[src/rtl/health_bar_sprite.sv]
// Health-bar overlay layer: frame-rate health/drain/flash/KO animation plus a
// two-stage pixel pipeline that turns (hcount, vcount) into a 24-bit colour (0 = transparent).
module health_bar_sprite #(
    parameter int          X_POS        = 32,
    parameter int          Y_POS        = 16,
    parameter int          MAX_HEALTH   = 128,
    parameter int          PIX_PER_HP   = 2,
    parameter int          HEIGHT       = 12,
    parameter int          DRAIN_STEP   = 2,
    parameter int          FLASH_FRAMES = 8,
    parameter logic [23:0] FILL_COLOR   = 24'h00FF00,
    parameter logic [23:0] DRAIN_COLOR  = 24'hFF0000,
    parameter logic [23:0] EMPTY_COLOR  = 24'h202020,
    parameter logic [23:0] BORDER_COLOR = 24'hFFFFFF
) (
    input  logic        clk_in,
    input  logic        rst_in,
    input  logic [10:0] hcount_in,
    input  logic [9:0]  vcount_in,
    input  logic        new_frame_in,
    input  logic [7:0]  health_in,
    output logic [23:0] pixel_out,
    output logic        drain_busy_out,
    output logic        ko_out
);

    localparam int          W          = MAX_HEALTH * PIX_PER_HP;
    localparam logic [10:0] X_LO       = 11'(X_POS);
    localparam logic [10:0] X_HI       = 11'(X_POS + W + 1);
    localparam logic [10:0] RX_ORIGIN  = 11'(X_POS + 1);
    localparam logic [9:0]  Y_LO       = 10'(Y_POS);
    localparam logic [9:0]  Y_HI       = 10'(Y_POS + HEIGHT + 1);
    localparam logic [7:0]  MAX_HP     = 8'(MAX_HEALTH);
    localparam logic [15:0] STEP       = 16'(DRAIN_STEP);
    localparam logic [15:0] PPH        = 16'(PIX_PER_HP);
    localparam logic [7:0]  FLASH_INIT = 8'(FLASH_FRAMES);
    localparam logic [23:0] WHITE      = 24'hFFFFFF;

    typedef enum logic [1:0] {ST_IDLE, ST_DRAIN, ST_KO} state_t;

    state_t      state_reg, state_next;
    logic [7:0]  disp_hp_reg, disp_hp_next;
    logic [7:0]  target_hp_reg;
    logic [7:0]  flash_cnt_reg, flash_cnt_next;
    logic        drain_busy_reg, ko_reg;

    logic [7:0]  clamped_hp;
    logic [7:0]  flash_dec;
    logic [7:0]  drain_to;

    logic        in_box_reg, border_reg;
    logic [10:0] rx_reg;
    logic [23:0] pixel_reg;

    logic        in_box_next, border_next;
    logic [15:0] fill_lim, disp_lim, rx_wide;
    logic [23:0] pixel_next;

    // Frame update: decide the next displayed health, flash count and state.
    always_comb begin
        clamped_hp     = (health_in > MAX_HP) ? MAX_HP : health_in;
        flash_dec      = (flash_cnt_reg != 8'd0) ? flash_cnt_reg - 8'd1 : 8'd0;
        // Step down by DRAIN_STEP but never past the target (and never below zero).
        drain_to       = ({8'd0, disp_hp_reg} > ({8'd0, clamped_hp} + STEP))
                         ? 8'(({8'd0, disp_hp_reg}) - STEP) : clamped_hp;
        disp_hp_next   = disp_hp_reg;
        flash_cnt_next = flash_cnt_reg;
        state_next     = state_reg;
        if (clamped_hp > disp_hp_reg) begin
            disp_hp_next   = clamped_hp;
            flash_cnt_next = 8'd0;
            state_next     = ST_IDLE;
        end else if (clamped_hp < disp_hp_reg) begin
            flash_cnt_next = (state_reg == ST_IDLE) ? FLASH_INIT : flash_dec;
            disp_hp_next   = drain_to;
            state_next     = (drain_to == 8'd0) ? ST_KO : ST_DRAIN;
        end else begin
            flash_cnt_next = flash_dec;
            state_next     = (disp_hp_reg == 8'd0) ? ST_KO : ST_IDLE;
        end
    end

    always_ff @(posedge clk_in or posedge rst_in) begin
        if (rst_in) begin
            state_reg      <= ST_IDLE;
            disp_hp_reg    <= MAX_HP;
            target_hp_reg  <= MAX_HP;
            flash_cnt_reg  <= 8'd0;
            drain_busy_reg <= 1'b0;
            ko_reg         <= 1'b0;
        end else if (new_frame_in) begin
            state_reg      <= state_next;
            disp_hp_reg    <= disp_hp_next;
            target_hp_reg  <= clamped_hp;
            flash_cnt_reg  <= flash_cnt_next;
            drain_busy_reg <= (state_next == ST_DRAIN);
            ko_reg         <= (state_next == ST_KO);
        end
    end

    // Stage 1 geometry and stage 2 colour selection.
    always_comb begin
        in_box_next = (hcount_in >= X_LO) && (hcount_in <= X_HI) &&
                      (vcount_in >= Y_LO) && (vcount_in <= Y_HI);
        border_next = (hcount_in == X_LO) || (hcount_in == X_HI) ||
                      (vcount_in == Y_LO) || (vcount_in == Y_HI);
        fill_lim    = 16'(target_hp_reg) * PPH;
        disp_lim    = 16'(disp_hp_reg) * PPH;
        rx_wide     = {5'd0, rx_reg};
        if (!in_box_reg) begin
            pixel_next = 24'h000000;
        end else if (border_reg) begin
            pixel_next = (state_reg == ST_KO) ? DRAIN_COLOR : BORDER_COLOR;
        end else if (rx_wide < fill_lim) begin
            pixel_next = ((flash_cnt_reg != 8'd0) && flash_cnt_reg[1]) ? WHITE : FILL_COLOR;
        end else if (rx_wide < disp_lim) begin
            pixel_next = DRAIN_COLOR;
        end else begin
            pixel_next = EMPTY_COLOR;
        end
    end

    always_ff @(posedge clk_in or posedge rst_in) begin
        if (rst_in) begin
            in_box_reg <= 1'b0;
            border_reg <= 1'b0;
            rx_reg     <= 11'd0;
            pixel_reg  <= 24'h000000;
        end else begin
            in_box_reg <= in_box_next;
            border_reg <= border_next;
            rx_reg     <= hcount_in - RX_ORIGIN;
            pixel_reg  <= pixel_next;
        end
    end

    assign pixel_out      = pixel_reg;
    assign drain_busy_out = drain_busy_reg;
    assign ko_out         = ko_reg;

endmodule

[config.mk]
export PLATFORM = sky130hd
export DESIGN_NAME = health_bar_sprite
export DESIGN_NICKNAME = d
export VERILOG_FILES = /design/src/rtl/health_bar_sprite.sv
export SDC_FILE = /design/constraint.sdc
export NUM_CORES = 1
export LEC_CHECK = 0
export BUFFER_PORTS_ARGS = -buffer_cell sky130_fd_sc_hd__clkbuf_2
export CAP_MARGIN = 5
export CORE_MARGIN = 1.5
export CORE_UTILIZATION = 35
export DETAILED_ROUTE_END_ITERATION = 10
export PLACE_DENSITY_LB_ADDON = 0.12
export RECOVER_POWER = 25
export SYNTH_ARGS = -nofsm -noshare
export SYNTH_HDL_FRONTEND = slang
export SYNTH_SLANG_ARGS = --single-unit
[constraint.sdc]
create_clock -name clk_in -period 2.9 [get_ports clk_in]
set_input_delay 0.145 -clock clk_in [delete_from_list [all_inputs] [get_ports clk_in]]
set_output_delay 0.145 -clock clk_in [all_outputs]
set_load 0.02 [all_outputs]
==> parameters.txt <==
Parameter                              Value

Worst setup path
  Register-to-Register Setup Slack    0.19 ns
  Critical Path Start Type    register
  Worst Setup EP    disp_hp_reg[1]
  Beginning of the critical path    disp_hp_reg[7]
  CP max-delay cell    sky130_fd_sc_hd__or4b_2
  Crit path cell chain    inv_1 -> ha_1 -> a21o_1 -> nor3_1 -> or4b_2 -> nand2_1 -> nor3b_1 -> a211o_1
  Biggest cell delay along the critical path    0.68 ns
  WP data arrival    2.90 ns
  Critical R2R Capture    disp_hp_reg[1]
  WS Path Type    reg2reg
  Crit path max fanout    10
  Worst Path Required    3.09 ns
  Kind of end point of the critical path    register
  Dominant delay contributor by cell family on the critical path    simple AND/OR/NAND/NOR gates
  R2R depth    8
  Count of buffer and inverter cells on the critical path    1
  Cell depth of the worst setup path    8
  Origin of the critical flop-to-flop path    disp_hp_reg[7]

Logic synthesis
  Largest family of logic cells by synthesized area    simple AND/OR/NAND/NOR gates
  Parity-gate share of the synthesized area counting xor and xnor cells    0.0424
  Prevailing post-synth register cell    sky130_fd_sc_hd__dfrtp_1
  Area fraction of the dominant cell type after synthesis    0.333
  Post-synthesis async set-or-reset flop share    1.00
  Number of different library cells in the post-synthesis netlist    56
  Synth warn    0
  Synth Area in Compound Gates    0.178
  Post-synth EDFFs    0
  Library cell with the largest summed area after synthesis    sky130_fd_sc_hd__dfrtp_1
  Synthesized-area fraction occupied by and/or/nand/nor cells    0.179
  Cell count after synthesis    361
  Syn_nets    428
  Synth Area in Adders    0.133
  Mux contribution to synthesized area    0.0216
  Combined area of all synthesized cells    3300 um^2
  Sequential-to-total area share from yosys stat    0.349
  Mean Syn Cell Area    9.15 um^2
  Largest cells by area after synthesis    sky130_fd_sc_hd__dfrtp_1 (33%), sky130_fd_sc_hd__ha_1 (13%), sky130_fd_sc_hd__buf_4 (4.5%), sky130_fd_sc_hd__o21ai_0 (3.6%), sky130_fd_sc_hd__inv_1 (3.6%)
  Synthesis-stage register bit count    46

Clock network
  Root cell of the clock tree    sky130_fd_sc_hd__clkbuf_8
  Buffers inserted during post-CTS setup optimization    0
  Clk sinks    46
  TritonCTS buffer count    5
  Buffers from clock root to sink, at most    2
  Clock-pin slew reported for the worst setup and hold paths after clock tree synthesis    0.09 ns
  Hold-fix buffers, CTS    0
  Cts repair resizes    0
  Clock latency reported for the late side of the worst-skew pair    0.31 ns
  Count of H-tree levels built during CTS    2
  CTS tree    built

Place
  Number of buffers inserted by port buffering    57
  Global placer's final weighted congestion    0.932
  Number of placed instances with taps included    520
  HPWL reported at the end of detailed placement    6.19 mm
  Worst slack at placement    0.0494 ns
  Placed inst area    3670 um^2

Layout
  Combined area of the multi-input logic cells    1820 um^2
  Filler instances    993
  Storage cell area    1150 um^2
  Area growth syn-to-layout    13.2%
  Fraction of layout instances using a drive strength above 1    0.218
  Number of nets at the end of the flow    483
  Most frequent standard cell in the layout excluding fill and tap cells    sky130_fd_sc_hd__clkbuf_2
  Design Area, Final    3740 um^2
  Count of inserted antenna diode cells    0
  Count of placed standard cells in the final layout, fillers left out    528
  Max FFs per register    10
  Commonest non-fill, non-tap cells in the layout    sky130_fd_sc_hd__clkbuf_2 (55), sky130_fd_sc_hd__dfrtp_1 (44), sky130_fd_sc_hd__ha_1 (35)

Power and ir drop
  Part of the total power dissipated in the clock network    0.142
  Power Density    748 nW/um^2
  Maximum vdd drop    0.281 mV
  Cell leakage power    0.00186 uW
  Combinational group share of total power    0.532
  Net switching power of the design    1190 uW
  Pint    1600 uW
  Net switching share of the total power    0.426
  Part of the total power dissipated in sequential elements    0.326

Timing
  Number of setup violations in the final report    0
  WHS    0.0494 ns
  Unrepaired setup endpoints after global routing    false
  Sum Neg Setup Slack    0 ns
  Highest attainable clock frequency    370 MHz
  Minimum clock period after layout    2.71 ns
  Setup WS post-layout    0.194 ns
  Period utilisation layout    0.933
  Headroom to the max-slew limit    -0.151
  Tightest Pin Transition    1.72 ns
  Max Clock Skew    0.0160 ns
  Pins Over Slew Limit    47
  Final-report hold violation count    0

Routing
  Detailed Routing Iterations Pass 1    4
  DRT iter0 DRCs    67
  Remaining DRCs    0
  Number of vias in the routed layout    2714
  Antenna-violating nets left    0
  Vias per std cell    5.14
  Wirelength per Cell    14.7 um
  Routed wire length    7.78 mm

Run status
  Violated checks    max-capacitance violations, max-slew violations
  Outcome    finished with violations

Worst hold path
  Worst min path class    in2reg

Global route
  Overflow after GRT    0
  Maximum number of pins on one net before global-route repair    47
  Global-route usage over all layers    0.164
  Number of antenna violations at the first check in global routing    0
  First-pass GRT wire length    13.0 mm
  Via count of the first global-routing pass    2706

Floorplanning
  Chip Height    100 um
  Number of rows created at floorplan    35
  I/O pin cnt    58
  Placeable core region    9200 um^2
  Die outline area    10000 um^2
  Horizontal die dimension    100 um
  Starting utilization of the core area    0.359

Job
  Reported max-cap violation count    1
## how the worst min path moves through the flow
stage / endpoint / from / cells past startpoint
6_report: rx_reg[4] / hcount_in[4] / 2
5_1_grt: rx_reg[3] / hcount_in[3] / 2
3_3_place_gp: rx_reg[4] / hcount_in[4] / 2
3_5_place_dp: rx_reg[4] / hcount_in[4] / 2
4_1_cts: rx_reg[4] / hcount_in[4] / 2
2_1_floorplan: rx_reg[10] / hcount_in[10] / 1
## cell usage after synthesis (all sizes together), types with 6 or more instances
cell	number
o21ai	24
buf	24
dfrtp	44
a21o	12
a21oi	19
mux2i	6
nor3	13
xor2	9
xnor2	7
nor2	13
nand2	22
nand2b	7
inv	32
nor2b	9
nand3	10
ha	35
nor4	10
and3	6
a31oi	6
## power by group through the flow
| stage | clock network, uW | registers (uW) | logic (uW) |
|---|---|---|---|
| final | 397 | 910 | 1490 |
| after global placement | 0 | 923 | 1460 |
| after global routing | 437 | 930 | 1670 |
| after detailed placement | 0 | 923 | 1480 |
| after CTS | 417 | 911 | 1490 |
| after floorplan | 0 | 910 | 1070 |
## final cells by class
class / instances / area share
Clock inverter: 3 / 0.00502
Timing Repair Buffer: 76 / 0.111
Clock buffer: 5 / 0.0184
Sequential cell: 46 / 0.309
Inverter: 33 / 0.0331
Tap cell: 111 / 0.0371
Multi-Input combinational cell: 254 / 0.487
## layer usage
layer | routed length, um | track usage
met1 | 3850 | 0.223
met2 | 3500 | 0.270
met3 | 293 | 0.0230
met4 | 133 | 0.0488
met5 | 0 | 0
## stage by stage
step | util | power (uW)
6_report | 0.407 | 2800
3_5_place_dp | 0.399 | 2400
5_1_grt | 0.407 | 3040
2_1_floorplan | - | 1980
4_1_cts | 0.409 | 2820
3_3_place_gp | 0.399 | 2380
## cells by family (layout without fill, tap and decap cells)
kind of cell    count (synthesis)  after routing
mux                             7              7
buf+inv                        61            117
xor+xnor                       16             16
fa+ha+maj                      35             35
compound gates                 88             88
simple gates                  108            108
flops                          46             46
Power figures use the tool's default switching activity.
